<file path="src/rtl/j_acc_pkg.sv">
// Shared definitions for the bit-serial accumulator link (serializer and deshifter).
package j_acc_pkg;

  localparam int WORD_W_DEF = 32;

  typedef enum logic [1:0] {
    S_IDLE = 2'd0,
    S_RECV = 2'd1,
    S_DONE = 2'd2
  } state_t;

  function automatic int clog2(input int v);
    int r;
    r = 0;
    while ((1 << r) < v) r = r + 1;
    return r;
  endfunction

endpackage

</file>
<file path="src/rtl/j_serial_word_asm.sv">
// Reassembles one LSB-first serial word: bit counter, indexed data register and
// a combinational completion strobe carrying the full word (final bit included).
module j_serial_word_asm
  import j_acc_pkg::*;
#(
  parameter int WORD_W = WORD_W_DEF
) (
  input  logic              clk,
  input  logic              reset,
  input  logic              i_clr,
  input  logic              i_active,
  input  logic              i_bit,
  input  logic              i_en,
  input  logic              i_start,
  input  logic              i_end,
  output logic              o_complete,
  output logic [WORD_W-1:0] o_word,
  output logic              o_start_err
);

  localparam int CNT_W = (clog2(WORD_W) < 1) ? 1 : clog2(WORD_W);
  localparam logic [CNT_W-1:0] LAST_IDX = CNT_W'(WORD_W - 1);

  logic [CNT_W-1:0]  r_bit_cnt;
  logic [WORD_W-1:0] r_data;
  logic              w_take;
  logic [CNT_W-1:0]  w_idx;
  logic [WORD_W-1:0] w_word;

  // A start marker restarts the word at bit 0 and drops whatever was partially received.
  always_comb begin
    w_take = i_active & i_en;
    w_idx  = i_start ? '0 : r_bit_cnt;
    w_word = i_start ? '0 : r_data;
    w_word[w_idx] = i_bit;
  end

  assign o_complete  = w_take & ((w_idx == LAST_IDX) | i_end);
  assign o_start_err = w_take & i_start & (r_bit_cnt != '0);
  assign o_word      = w_word;

  // Bit position and partial word; both return to zero once a word is handed off.
  always_ff @(posedge clk) begin
    if (reset || i_clr) begin
      r_bit_cnt <= '0;
      r_data    <= '0;
    end else if (w_take) begin
      if (o_complete) begin
        r_bit_cnt <= '0;
        r_data    <= '0;
      end else begin
        r_bit_cnt <= w_idx + 1'b1;
        r_data    <= w_word;
      end
    end
  end

endmodule

</file>
<file path="src/rtl/j_acc_deshifter.sv">
// Receive side of the bit-serial accumulator link: captures serial words and
// writes them to consecutive SRAM addresses for a job of img_size+1 words.
module j_acc_deshifter
  import j_acc_pkg::*;
#(
  parameter int SRAM_DEPTH  = 256 * 256 * 4,
  parameter int SRAM_ADDR_W = clog2(SRAM_DEPTH),
  parameter int WORD_W      = WORD_W_DEF
) (
  input  logic                   clk,
  input  logic                   reset,
  input  logic                   capture_start,
  output logic                   capture_idle,
  input  logic [SRAM_ADDR_W-1:0] start_addr,
  input  logic [SRAM_ADDR_W-1:0] img_size,
  input  logic                   serial_input,
  input  logic                   serial_en,
  input  logic                   serial_start,
  input  logic                   serial_end,
  output logic                   sram_wr_en,
  output logic [SRAM_ADDR_W-1:0] sram_wr_addr,
  output logic [WORD_W-1:0]      sram_wr_data,
  output logic                   frame_err
);

  state_t                 r_state;
  state_t                 w_state_n;
  logic                   w_accept;
  logic                   w_active;
  logic                   w_complete;
  logic                   w_start_err;
  logic [WORD_W-1:0]      w_word;
  logic [SRAM_ADDR_W-1:0] r_start_addr;
  logic [SRAM_ADDR_W-1:0] r_img_size;
  logic [SRAM_ADDR_W-1:0] r_word_idx;
  logic                   r_wr_en;
  logic [SRAM_ADDR_W-1:0] r_wr_addr;
  logic [WORD_W-1:0]      r_wr_data;
  logic                   r_frame_err;

  assign w_active = (r_state == S_RECV);

  j_serial_word_asm #(
    .WORD_W (WORD_W)
  ) u_asm (
    .clk         (clk),
    .reset       (reset),
    .i_clr       (w_accept),
    .i_active    (w_active),
    .i_bit       (serial_input),
    .i_en        (serial_en),
    .i_start     (serial_start),
    .i_end       (serial_end),
    .o_complete  (w_complete),
    .o_word      (w_word),
    .o_start_err (w_start_err)
  );

  // Job sequencing: the last word's completion moves to DONE, which lasts one cycle.
  always_comb begin
    w_state_n = r_state;
    w_accept  = 1'b0;
    unique case (r_state)
      S_IDLE: begin
        if (capture_start) begin
          w_state_n = S_RECV;
          w_accept  = 1'b1;
        end
      end
      S_RECV: begin
        if (w_complete && (r_word_idx == r_img_size)) w_state_n = S_DONE;
      end
      S_DONE:  w_state_n = S_IDLE;
      default: w_state_n = S_IDLE;
    endcase
  end

  // State register.
  always_ff @(posedge clk) begin
    if (reset) r_state <= S_IDLE;
    else       r_state <= w_state_n;
  end

  // Job parameters, word index and the registered SRAM write port (address wraps silently).
  always_ff @(posedge clk) begin
    if (reset) begin
      r_start_addr <= '0;
      r_img_size   <= '0;
      r_word_idx   <= '0;
      r_wr_en      <= 1'b0;
      r_wr_addr    <= '0;
      r_wr_data    <= '0;
    end else begin
      r_wr_en <= w_complete;
      if (w_accept) begin
        r_start_addr <= start_addr;
        r_img_size   <= img_size;
        r_word_idx   <= '0;
      end else if (w_complete) begin
        r_word_idx <= r_word_idx + 1'b1;
      end
      if (w_complete) begin
        r_wr_addr <= r_start_addr + r_word_idx;
        r_wr_data <= w_word;
      end
    end
  end

  // Sticky framing error: stray bits outside a job or a restart mid-word; a new job clears it.
  always_ff @(posedge clk) begin
    if (reset)                           r_frame_err <= 1'b0;
    else if ((serial_en && !w_active) || w_start_err) r_frame_err <= 1'b1;
    else if (w_accept)                   r_frame_err <= 1'b0;
  end

  assign sram_wr_en   = r_wr_en;
  assign sram_wr_addr = r_wr_addr;
  assign sram_wr_data = r_wr_data;
  assign frame_err    = r_frame_err;
  assign capture_idle = (r_state == S_IDLE) & ~r_wr_en;

endmodule
</file>
<file path="config.mk">
export PLATFORM = sky130hd
export DESIGN_NAME = j_acc_deshifter
export DESIGN_NICKNAME = d
export VERILOG_FILES = /design/src/rtl/j_acc_pkg.sv /design/src/rtl/j_serial_word_asm.sv /design/src/rtl/j_acc_deshifter.sv
export SDC_FILE = /design/constraint.sdc
export NUM_CORES = 1
export LEC_CHECK = 0
export CAP_MARGIN = 20
export CORE_MARGIN = 2
export CORE_UTILIZATION = 59
export CTS_BUF_LIST = sky130_fd_sc_hd__clkbuf_16
export DETAILED_ROUTE_END_ITERATION = 6
export PLACE_DENSITY = 0.85
export SKIP_LAST_GASP = 1
export SYNTH_ARGS = -nofsm -noshare
export SYNTH_HDL_FRONTEND = slang
export SYNTH_SLANG_ARGS = --single-unit
</file>
<file path="constraint.sdc">
create_clock -name clk -period 6.8 [get_ports clk]
set_clock_uncertainty 0.05 [all_clocks]
set_input_delay 1.7 -clock clk [delete_from_list [all_inputs] [get_ports clk]]
set_output_delay 1.7 -clock clk [all_outputs]
set_load 0.005 [all_outputs]
</file>
After elaboration in Yosys (flattened, before gate mapping)
Index checks and enable logic that the tools add are counted.

word-level totals
  output and inout bits = 53
  input bits = 43
  flip-flop bits (word level) = 145

cells by class
  add/sub/neg operators = 3
  $lt $le $gt $ge = 2
  reductions and logical operators = 11
  mux-type cells = 14
  equal/unequal tests = 5
  bitwise gates (word level) = 7

operator list
  operator                                                                      count
  32-bit two-way mux                                                            2
  32-bit bitwise mux                                                            1
  18-bit by 1-bit adder with 18-bit output, second input constant               1
  18-bit adder                                                                  1
  18-bit == test                                                                1
  5-bit two-way mux                                                             2
  5-bit by 6-bit less-than comparator with 1-bit output, second input constant  1
  5-bit by 1-bit adder with 5-bit output, second input constant                 1
  1-bit bitwise AND                                                             5
  1-bit demux with 5-bit select                                                 1
  5-bit == test, second input constant                                          1
  5-bit by 1-bit >= comparator with 1-bit output, second input constant         1
  1-bit two-way mux                                                             5
  5-bit nonzero test                                                            1
  2-bit two-way mux                                                             2
  2-bit != test, second input constant                                          2
  2-bit case mux with 2 select lines                                            1
  1-bit logical AND                                                             3
  2-bit by 1-bit == test with 1-bit output, second input constant               1
  2-bit zero test                                                               1
  1-bit logical OR                                                              2
  2-bit AND reduction                                                           1
  2-bit nonzero test                                                            1
  2-bit OR reduction                                                            1
  3 further kinds                                                               3

Depth between registers and ports, before layout
Gate-level depths: netlist of the first run.

  depth in word-level cells = 7
  gate-level depth with buffers = 16
  depth with buffers taken out = 12

Hierarchy
Synthesis of the first run repeated with hierarchy kept, for this count alone.

second synthesis, totals
  cells, all modules = 847
  area total of the unflattened synthesis = 7558.5 um^2

by module, submodules not included
  module             area an instance (um^2)  cells each  times used
  j_acc_deshifter    4989.8                   580         1
  j_serial_word_asm  2568.7                   267         1

Worst setup path after synthesis of the first run
Ideal clock, no wire load.

  kind = input to register
  start = input port serial_start
  end = register r_wr_addr[7] (netlist: sram_wr_addr[7])
  path slack = 2.276 ns
  data required time = 6.608 ns
  arrival = 4.332 ns
  stages on the path = 16
  cell sequence = buf_2 > clkbuf_1 > buf_2 > nand2b_1 > inv_1 > ha_1 > clkbuf_1 > nand2_1 > nor2_1 > ha_1 > or2_2 > nand2_1 > clkbuf_1 > nor3_1 > o21ai_0 > o311ai_0

between the ends
  cells in the longest elaborated chain, start to end = 4

ends and longest elaborated chain
  what                  RTL line                 RTL
  from (decl)           j_acc_deshifter.sv:18    input logic serial_start,
  5-bit two-way mux     j_serial_word_asm.sv:33  w_idx = i_start ? '0 : r_bit_cnt;
  5-bit == test         j_serial_word_asm.sv:38  assign o_complete = w_take & ((w_idx == LAST_IDX) | i_end);
  1-bit bitwise OR      j_serial_word_asm.sv:38
  1-bit bitwise AND     j_serial_word_asm.sv:38
  to (signal assigned)  j_acc_deshifter.sv:103   r_wr_addr <= r_start_addr + r_word_idx;
  to (decl)             j_acc_deshifter.sv:37    logic [SRAM_ADDR_W-1:0] r_wr_addr;

No other way between the ends.
A chain may end at the register's enable or synchronous reset.

Final worst setup path of the first run
  start = input port serial_start
  end = register r_wr_data[7] (netlist: sram_wr_data[7])

between the ends
  cells in the longest elaborated chain, start to end = 6
  elaborated cells on any way between the ends = 11
  classes of those cells = order compare: 2; eq/ne: 1; mux: 5; bitwise: 2; reduce/logical: 1

ends and longest elaborated chain
  what                                                                                                                                           RTL line                 RTL
  5-bit two-way mux                                                                                                                              j_serial_word_asm.sv:33
  5-bit by 6-bit less-than comparator with 1-bit output (implied by the code) or 5-bit by 1-bit >= comparator with 1-bit output (tied branches)  j_serial_word_asm.sv:35  w_word[w_idx] = i_bit;
  1-bit logical AND (implied by the code)                                                                                                        j_serial_word_asm.sv:35
  1-bit two-way mux (implied by the code)                                                                                                        j_serial_word_asm.sv:35
  1-bit demux with 5-bit select                                                                                                                  --
  32-bit bitwise mux                                                                                                                             j_serial_word_asm.sv:35
  to (signal assigned)                                                                                                                           j_acc_deshifter.sv:104   r_wr_data <= w_word;
  to (decl)                                                                                                                                      j_acc_deshifter.sv:38    logic [WORD_W-1:0] r_wr_data;

Parallel ways exist; a longest one is shown, timed or not.

==> results of run 1 <==
[cell families (layout without fill, tap and decap cells)]
kind of cell | Yosys count | count (layout)
and+or+nand+nor | 301 | 301
AOI/OAI and AO/OA | 214 | 214
DFF | 145 | 145
buffers and inverters | 70 | 147
xor gates and xnor gates | 38 | 38
adders and majority gates | 24 | 24
muxes | 17 | 17
[worst paths after layout]
kind                                   start                       endpoint  slack (ps)  cells after the start
max                             serial_start   sram_wr_data[7]$_SDFFE_PP0P_        1900                     12
min            sram_wr_addr[10]$_SDFFE_PP0P_  sram_wr_addr[10]$_SDFFE_PP0P_         410                      2
max reg2reg  u_asm.r_bit_cnt[1]$_SDFFE_PP0P_   sram_wr_data[7]$_SDFFE_PP0P_        3300                     10
min reg2reg    sram_wr_addr[10]$_SDFFE_PP0P_  sram_wr_addr[10]$_SDFFE_PP0P_         410                      2
[synth_stat cells, drive strengths merged (2+ instances only)]
cell,instances
dfxtp,145
nor2,90
nand2,66
a21oi,42
clkbuf,38
a211oi,37
a22o,35
o21ai,30
nand3,24
a31oi,23
ha,23
nor2b,23
xnor2,23
buf,20
and2,19
mux2i,17
nand2b,15
xor2,15
nor3,13
inv,12
nand4,10
a21o,9
and3,9
a2bb2oi,8
or3,7
and4,5
nand3b,4
nor4,4
o211ai,4
or2,4
a311oi,3
nor4b,3
o21a,3
o311ai,3
a2111oi,2
a21boi,2
a311o,2
and3b,2
o2111ai,2
o31ai,2
[critical path: stages]
cell and delay, ps:
clkdlybuf4s50_1 460, nand2b_1 230, inv_1 110, ha_1 480, nand2_1 150, nor2_1 140
ha_1 170, nor2_1 130, nor2_4 610, buf_4 550, nor2_1 100, a211oi_1 280
[registers in the layout, indices dropped and copies added, names as in the netlist]
signal / cells
sram_wr_data: 32
u_asm.r_data: 32
r_img_size: 18
r_start_addr: 18
r_word_idx: 18
sram_wr_addr: 18
u_asm.r_bit_cnt: 5
r_state: 2
frame_err: 1
sram_wr_en: 1
[layer usage]
layer  up-vias  global-route usage (%)  wire [um]
met5         -                       0          0
met4         0                    12.4        593
met3        55                    6.91        925
met2       245                    50.8       9180
met1      3013                    33.1       7390
li1       3036                       -          -
[power groups by stage]
stage / logic, mW / registers, mW / clock network (mW)
after floorplan: 0.102 / 0.913 / 0
after global placement: 0.173 / 0.917 / 0
after detailed placement: 0.178 / 0.918 / 0
after CTS: 0.180 / 0.899 / 0.983
after global routing: 0.198 / 0.902 / 1.03
final: 0.183 / 0.900 / 0.977
[area by class of cell]
class / count / area [um2]
clock buffer: 17 / 425
clock inverter: 15 / 193
fill: 817 / 2880
inverter: 12 / 45.0
multi-input combinational: 594 / 3870
sequential: 145 / 2900
tap: 143 / 179
timing repair buffer: 103 / 1030
[stage by stage]
step	instances	area (um2)	power, mW	hold slack [ps]
6_report	1029	8640	2.06	409
5_1_grt	1029	8640	2.13	435
4_1_cts	1027	8600	2.06	412
3_5_place_dp	995	7990	1.10	404
3_3_place_gp	995	7990	1.09	394
2_1_floorplan	809	7030	1.01	398
==> results.json, run 1 <==
{
  "ys_ff_latch": 145,
  "die_w_um": 113,
  "final_util_pct": 75.0,
  "max_cap_viol_count": 0,
  "hpwl_um": 12100,
  "synth_top_area_share_pct": 41.3,
  "drtIter0Drc": 488,
  "clkTransAtPathRegs_ps": 60,
  "power.internal_mw": 1.58,
  "postSynthCellCount": 809,
  "port_buffers": 95,
  "synth_compound_area_share_pct": 21.6,
  "routed_wl_um": 18100,
  "period_minus_slack_ps": 4900,
  "grt_start_max_net_pins": 58,
  "numCtsBuffers": 17,
  "grt_overflow": 0,
  "powerDensity_nw_per_um2": 238,
  "hp-class": "reg2reg",
  "clock_path_buffers": 2,
  "syn_to_final_growth_pct": 22.8,
  "yosys.area_share.simple_pct": 21.6,
  "coreArea_um2": 11500,
  "end_kind": "flip-flop",
  "path_class": "in2reg",
  "cts_setup_buffers": 0,
  "cts-hold-fix-buffers": 0,
  "synthArstFlopShare_pct": 0,
  "cts.repair.resized": 0,
  "slew_violations": 0,
  "final_common_cell": "dfxtp_1",
  "synth_seq_area_share_pct": 41.3,
  "num_antenna_cells": 0,
  "setup_slack_ps": 1900,
  "yosys.area_share.xor_xnor_pct": 4.73,
  "final_hold_viol_count": 0,
  "synth_top_family_by_area": "simple AND/OR/NAND/NOR gates",
  "crit_path_max_fanout": 54,
  "worst_ep_arrival_time_ps": 5180,
  "tightest_slew_ps": 1080,
  "start_kind": "primary input",
  "grt_pass1_vias": 6203,
  "syn_avg_cell_area_um2": 8.69,
  "tritoncts": "done",
  "syn_nets": 876,
  "pin_count": 96,
  "wl_per_cell_um": 17.6,
  "comb_power_share_pct": 8.9,
  "grtUsageTotal_pct": 28.7,
  "relSlewSlack_pct": 28.0,
  "die_h_um": 113,
  "min_period_over_period_pct": 72.1,
  "root_buffer": "clkbuf_16",
  "grt_pass1_wl_um": 29600,
  "synth_edf_count": 0,
  "fmax_mhz": 204,
  "nNetsFinal": 940,
  "violations": "DRC",
  "dieArea_um2": 12800,
  "layout-drive-gt1-share_pct": 6.32,
  "layout_common_cells": "dfxtp_1 (145), clkdlybuf4s50_1 (94), nor2_1 (88), nand2_1 (66), a21oi_1 (39)",
  "viasPerCell": 6.17,
  "synth_area_leaders": "dfxtp_1 (41%), nor2_1 (4.8%), a22o_1 (4.4%)",
  "pre_cts_ws_ps": 1560,
  "power_switching_uw": 484,
  "final-setup-viol-count": 0,
  "critical_path_required_ps": 7070,
  "swShare_pct": 23.5,
  "ys.flop_type": "dfxtp_1",
  "synth_cell_type_count": 63,
  "synth_area_um2": 7030,
  "seq_power_share_pct": 43.7,
  "fin_setup_tns_ps": 0,
  "drtPass1Iterations": 7,
  "ys_warn_count": 0,
  "drc": 3,
  "insertion_delay_ps": 430,
  "rows": 39,
  "ir_drop_mv": 0.199,
  "num_vias": 6349,
  "ant_nets": 0,
  "yosysTopAreaCell": "dfxtp_1",
  "synthAdderAreaFrac_pct": 4.38,
  "clock_sinks": 145,
  "p_leak_nw": 3.27,
  "start_util_pct": 61.1,
  "htreeDepth": 4,
  "rsz0062_at_grt": "no",
  "clock_power_share_pct": 47.4,
  "antenna_found_initial": 0,
  "muxShareOfSynthArea_pct": 2.42,
  "gp_congestion": 0.937,
  "status": "finished with violations"
}
Note: power is estimated with default switching activity, not from simulation.
==> inputs of run 2 (changes only) <==
--- a/config.mk
+++ b/config.mk
@@ -7,10 +7,10 @@
 export LEC_CHECK = 0
 export CAP_MARGIN = 20
 export CORE_MARGIN = 2
-export CORE_UTILIZATION = 59
+export CORE_UTILIZATION = 50
 export CTS_BUF_LIST = sky130_fd_sc_hd__clkbuf_16
 export DETAILED_ROUTE_END_ITERATION = 6
-export PLACE_DENSITY = 0.85
+export PLACE_DENSITY = 0.77
 export SKIP_LAST_GASP = 1
 export SYNTH_ARGS = -nofsm -noshare
 export SYNTH_HDL_FRONTEND = slang
==> constraint.sdc (replaced) <==
create_clock -name clk -period 4.26 [get_ports clk]
set_clock_uncertainty 0.05 [all_clocks]
set_input_delay 1.065 -clock clk [delete_from_list [all_inputs] [get_ports clk]]
set_output_delay 1.065 -clock clk [all_outputs]
set_load 0.005 [all_outputs]
==> results.json, run 2 (synthesis results as in run 1) <==
{
  "ant_nets": 0,
  "clkTransAtPathRegs_ps": 60,
  "period_minus_slack_ps": 3580,
  "filler_cell_count": 1185,
  "slew_violations": 0,
  "crit_top_cell": "nor2_1",
  "crit_path_max_fanout": 10,
  "fin_setup_tns_ps": 0,
  "cp_slowest_cell": "clkdlybuf4s50_1",
  "htreeDepth": 4,
  "ir_drop_mv": 0.281,
  "num_vias": 6106,
  "crit_family": "simple AND/OR/NAND/NOR gates",
  "grt_pass1_wl_um": 28300,
  "port_buffers": 95,
  "clock_path_buffers": 2,
  "critical_path_required_ps": 4510,
  "hp-class": "reg2reg",
  "dieArea_um2": 15000,
  "grt_pass1_vias": 5712,
  "gp_congestion": 0.966,
  "cp_cell_sequence": "clkdlybuf4s50_1, nand2b_1, inv_1, ha_1, nand2_1, nor2_1, ha_1, nor2_1, nor3_2, nand2_1, nor3_1, xnor2_1, nor2_1",
  "tightest_slew_ps": 664,
  "die_w_um": 123,
  "grt_overflow": 0,
  "seq_power_share_pct": 43.7,
  "cts-hold-fix-buffers": 0,
  "cp.buffers_inverters": 2,
  "num_antenna_cells": 0,
  "swShare_pct": 23.4,
  "final-setup-viol-count": 0,
  "power_switching_uw": 767,
  "powerDensity_nw_per_um2": 376,
  "status": "completed",
  "layout_common_cells": "dfxtp_1 (145), clkdlybuf4s50_1 (94), nor2_1 (88), nand2_1 (66), a21oi_1 (39)",
  "comb_power_share_pct": 8.9,
  "nNetsFinal": 946,
  "fmax_mhz": 279,
  "worst_ep_arrival_time_ps": 3840,
  "final_common_cell": "dfxtp_1",
  "insertion_delay_ps": 430,
  "cpPeakStageDelay_ps": 600,
  "rsz0062_at_grt": "no",
  "grtUsageTotal_pct": 24.1,
  "start_util_pct": 50.9,
  "rows": 43,
  "wl_per_cell_um": 16.2,
  "drtIter0Drc": 540,
  "hpwl_um": 11600,
  "cts.repair.resized": 0,
  "grt_start_max_net_pins": 46,
  "start_kind": "primary input",
  "numCtsBuffers": 17,
  "routed_wl_um": 17400,
  "die_h_um": 123,
  "layout-drive-gt1-share_pct": 6.95,
  "coreArea_um2": 13800,
  "p_leak_nw": 3.31,
  "antenna_found_initial": 0,
  "seqCellArea_um2": 2900,
  "root_buffer": "clkbuf_16",
  "max_cap_viol_count": 0,
  "clock_power_share_pct": 47.4,
  "tritoncts": "done",
  "path_class": "in2reg",
  "power.internal_mw": 2.52,
  "viasPerCell": 5.70,
  "drc": 0,
  "min_period_over_period_pct": 84.1,
  "drtPass1Iterations": 5,
  "final_hold_viol_count": 0,
  "end_kind": "flip-flop",
  "multi_input_area_um2": 3870,
  "pin_count": 96,
  "syn_to_final_growth_pct": 24.1,
  "cts_setup_buffers": 0,
  "relSlewSlack_pct": 55.6,
  "clock_sinks": 145,
  "final_util_pct": 63.1
}
-- run 2: cell count changes in the layout (fill, tap and decap cells not counted), sizes merged --
| cell | delta |
|---|---|
| inv | +2 |
| clkinvlp | -2 |
| buf | +6 |
-- run 2: area by class of cell --
cell class,instances,area share (%)
clock buffers,17,4.87
repair buffers,109,12.3
well taps,180,2.58
inverters,12,0.516
multi-input cells,594,44.3
clock inverters,15,2.19
flip-flops and latches,145,33.3
-- run 2: final timing paths --
kind                                      start                       endpoint  slack, ps  cells past startpoint
setup / recovery                   serial_start    r_word_idx[17]$_SDFFE_PP0P_        680                     13
hold / removal    sram_wr_addr[10]$_SDFFE_PP0P_  sram_wr_addr[10]$_SDFFE_PP0P_        400                      2
setup reg to reg     r_word_idx[0]$_SDFFE_PP0P_   sram_wr_addr[8]$_SDFFE_PP0P_       1610                      9
hold reg to reg   sram_wr_addr[10]$_SDFFE_PP0P_  sram_wr_addr[10]$_SDFFE_PP0P_        400                      2
-- run 2: per-layer routing --
metal  part of all wire, %  vias to the layer above  global-route usage, %  wire, um
met4                   2.6                        0                   11.4       459
met1                    44                     2857                   31.0      7580
met2                    48                      164                   38.1      8410
met5                     0                        -                      0         0
met3                   5.2                       35                   5.67       900
li1                      -                     3050                      -         -
-- run 2: power by group through the flow --
| stage | sequential [mW] | clock [mW] | combinational [mW] |
|---|---|---|---|
| after global placement | 1.46 | 0 | 0.285 |
| final | 1.44 | 1.56 | 0.291 |
| after global routing | 1.44 | 1.64 | 0.318 |
| after CTS | 1.44 | 1.58 | 0.290 |
| after detailed placement | 1.47 | 0 | 0.288 |
| after floorplan | 1.46 | 0 | 0.163 |
-- run 2: worst reg2reg max path: cells and delay by family, from the launching register on --
family | cells | cell delay, ps
AO/OA/AOI/OAI | 4 | 1030
buffers and inverters | 1 | 50
adder cells (fa/ha/maj) | 2 | 590
flip-flops | 1 | 460
AND/OR/NAND/NOR | 2 | 400
-- run 2: metrics by stage --
step                      std cells  hold WS (ps)  setup WS, ps  power [mW]  instance area (um2)
after floorplan                 809           398           371        1.62                 7030
after global placement         1039           390           366        1.75                 8100
after detailed placement       1039           394           269        1.75                 8100
after CTS                      1071           401           683        3.31                 8710
after global routing           1072           443           430        3.40                 8730
final                          1072           400           675        3.29                 8730
==> inputs of run 3 (changes only) <==
--- a/config.mk
+++ b/config.mk
@@ -7,10 +7,10 @@
 export LEC_CHECK = 0
 export CAP_MARGIN = 20
 export CORE_MARGIN = 2
-export CORE_UTILIZATION = 50
+export CORE_UTILIZATION = 55
 export CTS_BUF_LIST = sky130_fd_sc_hd__clkbuf_16
 export DETAILED_ROUTE_END_ITERATION = 6
-export PLACE_DENSITY = 0.77
+export PLACE_DENSITY = 0.8
 export SKIP_LAST_GASP = 1
 export SYNTH_ARGS = -nofsm -noshare
 export SYNTH_HDL_FRONTEND = slang
==> constraint.sdc (replaced) <==
create_clock -name clk -period 3.6 [get_ports clk]
set_clock_uncertainty 0.05 [all_clocks]
set_input_delay 0.9 -clock clk [delete_from_list [all_inputs] [get_ports clk]]
set_output_delay 0.9 -clock clk [all_outputs]
set_load 0.005 [all_outputs]
==> results.json, run 3 (synthesis results as in run 1) <==
{
  "status": "completed",
  "critical_path_required_ps": 3850,
  "rsz0062_at_grt": "no",
  "clock_power_share_pct": 46.7,
  "slew_violations": 0,
  "clock_path_buffers": 2,
  "hpwl_um": 12500,
  "nNetsFinal": 949,
  "final_area_um2": 8730,
  "grt_overflow": 0,
  "pre_cts_ws_ps": -4.39,
  "drtIter0Drc": 490,
  "insertion_delay_ps": 420,
  "cts-hold-fix-buffers": 0,
  "tritoncts": "done",
  "syn_to_final_growth_pct": 24.1,
  "final_hold_viol_count": 0,
  "port_buffers": 95,
  "grt_start_max_net_pins": 73,
  "drtPass1Iterations": 5,
  "die_h_um": 117,
  "postPlaceCellArea_um2": 8130,
  "cp_slowest_cell": "clkdlybuf4s50_1",
  "hp-class": "reg2reg",
  "antenna_found_initial": 0,
  "fin_setup_tns_ps": 0,
  "path_class": "in2reg",
  "htreeDepth": 4,
  "rows": 41,
  "num_vias": 6264,
  "crit_top_cell": "nor2_1",
  "seqCellArea_um2": 2900,
  "clock_sinks": 145,
  "routed_wl_um": 18000,
  "powerDensity_nw_per_um2": 441,
  "comb_power_share_pct": 9.1,
  "clkTransAtPathRegs_ps": 60,
  "coreArea_um2": 12600,
  "ir_drop_mv": 0.337,
  "min_period_over_period_pct": 89.2,
  "cpPeakStageDelay_ps": 480,
  "max_cap_viol_count": 0,
  "wl_per_cell_um": 16.8,
  "fmax_mhz": 311,
  "pin_count": 96,
  "cp.buffers_inverters": 3,
  "tightest_slew_ps": 678,
  "seq_power_share_pct": 44.2,
  "drc": 0,
  "num_antenna_cells": 0,
  "path_depth": 14,
  "root_buffer": "clkbuf_16",
  "cp_cell_sequence": "clkdlybuf4s50_1, nand2b_1, inv_1, ha_1, nand2_1, nor2_1, ha_1, nor2_1, buf_4, nor3_2, nand2_1, nor3_1, xnor2_1, nor2_1",
  "cts.repair.resized": 0,
  "cts_setup_buffers": 0,
  "dieArea_um2": 13700,
  "die_w_um": 117,
  "start_util_pct": 55.9,
  "start_kind": "primary input",
  "end_kind": "flip-flop",
  "grtUsageTotal_pct": 27.0,
  "setup_slack_ps": 389,
  "grt_pass1_wl_um": 28900,
  "swShare_pct": 22.8,
  "viasPerCell": 5.87,
  "period_minus_slack_ps": 3210,
  "final_common_cell": "dfxtp_1",
  "power_switching_uw": 878,
  "relSlewSlack_pct": 54.8,
  "layout-drive-gt1-share_pct": 6.93,
  "p_leak_nw": 3.32,
  "worst_ep_arrival_time_ps": 3460,
  "gp_congestion": 0.894,
  "final_util_pct": 69.5,
  "ant_nets": 0,
  "power.internal_mw": 2.97,
  "grt_pass1_vias": 5970,
  "layout_common_cells": "dfxtp_1 (145), clkdlybuf4s50_1 (94), nor2_1 (88), nand2_1 (66), a21oi_1 (39)",
  "crit_family": "simple AND/OR/NAND/NOR gates",
  "final-setup-viol-count": 0,
  "crit_path_max_fanout": 6,
  "filler_cell_count": 1008,
  "numCtsBuffers": 17,
  "holdPathStages": 2,
  "multi_input_area_um2": 3870,
  "finalPower_mw": 3.85,
  "r2r_cells": 9
}
[run 3: per-stage QoR]
stage	cells	hold WS, ps
4_1_cts	1067	416
3_5_place_dp	1035	408
2_1_floorplan	809	398
3_3_place_gp	1035	397
5_1_grt	1067	440
6_report	1067	414
[run 3: routing by layer]
| metal | up-vias | track usage [%] | wire length (um) |
|---|---|---|---|
| met4 | 0 | 11.8 | 432 |
| met2 | 222 | 47.2 | 9050 |
| met1 | 2934 | 32.2 | 7530 |
| met3 | 43 | 5.46 | 953 |
| li1 | 3065 | - | - |
| met5 | - | 0 | 0 |
[run 3: worst register-to-register path: cells and delay by family (launching register included)]
kind	cells	cell delay [ps]
AND/OR/NAND/NOR	2	430
adder cells (fa/ha/maj)	2	620
AO/OA/AOI/OAI	4	1030
flip-flops	1	490
buffers and inverters	1	50
[run 3: cell type report]
class	instances	share of cell area, %
well taps	172	2.47
repair buffers	112	12.6
clock inverters	15	2.01
flip-flops and latches	145	33.3
inverters	12	0.516
clock buffers	17	4.87
multi-input cells	594	44.3
[run 3: path summary, 6_finish.rpt]
check | slack [ps] | endpoint | startpoint
worst max-delay path | 390 | r_word_idx[17]$_SDFFE_PP0P_ | serial_start
worst min-delay path | 410 | sram_wr_addr[4]$_SDFFE_PP0P_ | sram_wr_addr[4]$_SDFFE_PP0P_
worst max register to register | 870 | sram_wr_addr[8]$_SDFFE_PP0P_ | r_word_idx[0]$_SDFFE_PP0P_
worst min register to register | 410 | sram_wr_addr[4]$_SDFFE_PP0P_ | sram_wr_addr[4]$_SDFFE_PP0P_
[run 3: power groups by stage]
stage	Combinational [mW]	Sequential (mW)	Clock (mW)
final	0.351	1.70	1.80
after CTS	0.352	1.70	1.82
after floorplan	0.193	1.72	0
after detailed placement	0.349	1.73	0
after global placement	0.340	1.73	0
after global routing	0.383	1.70	1.89
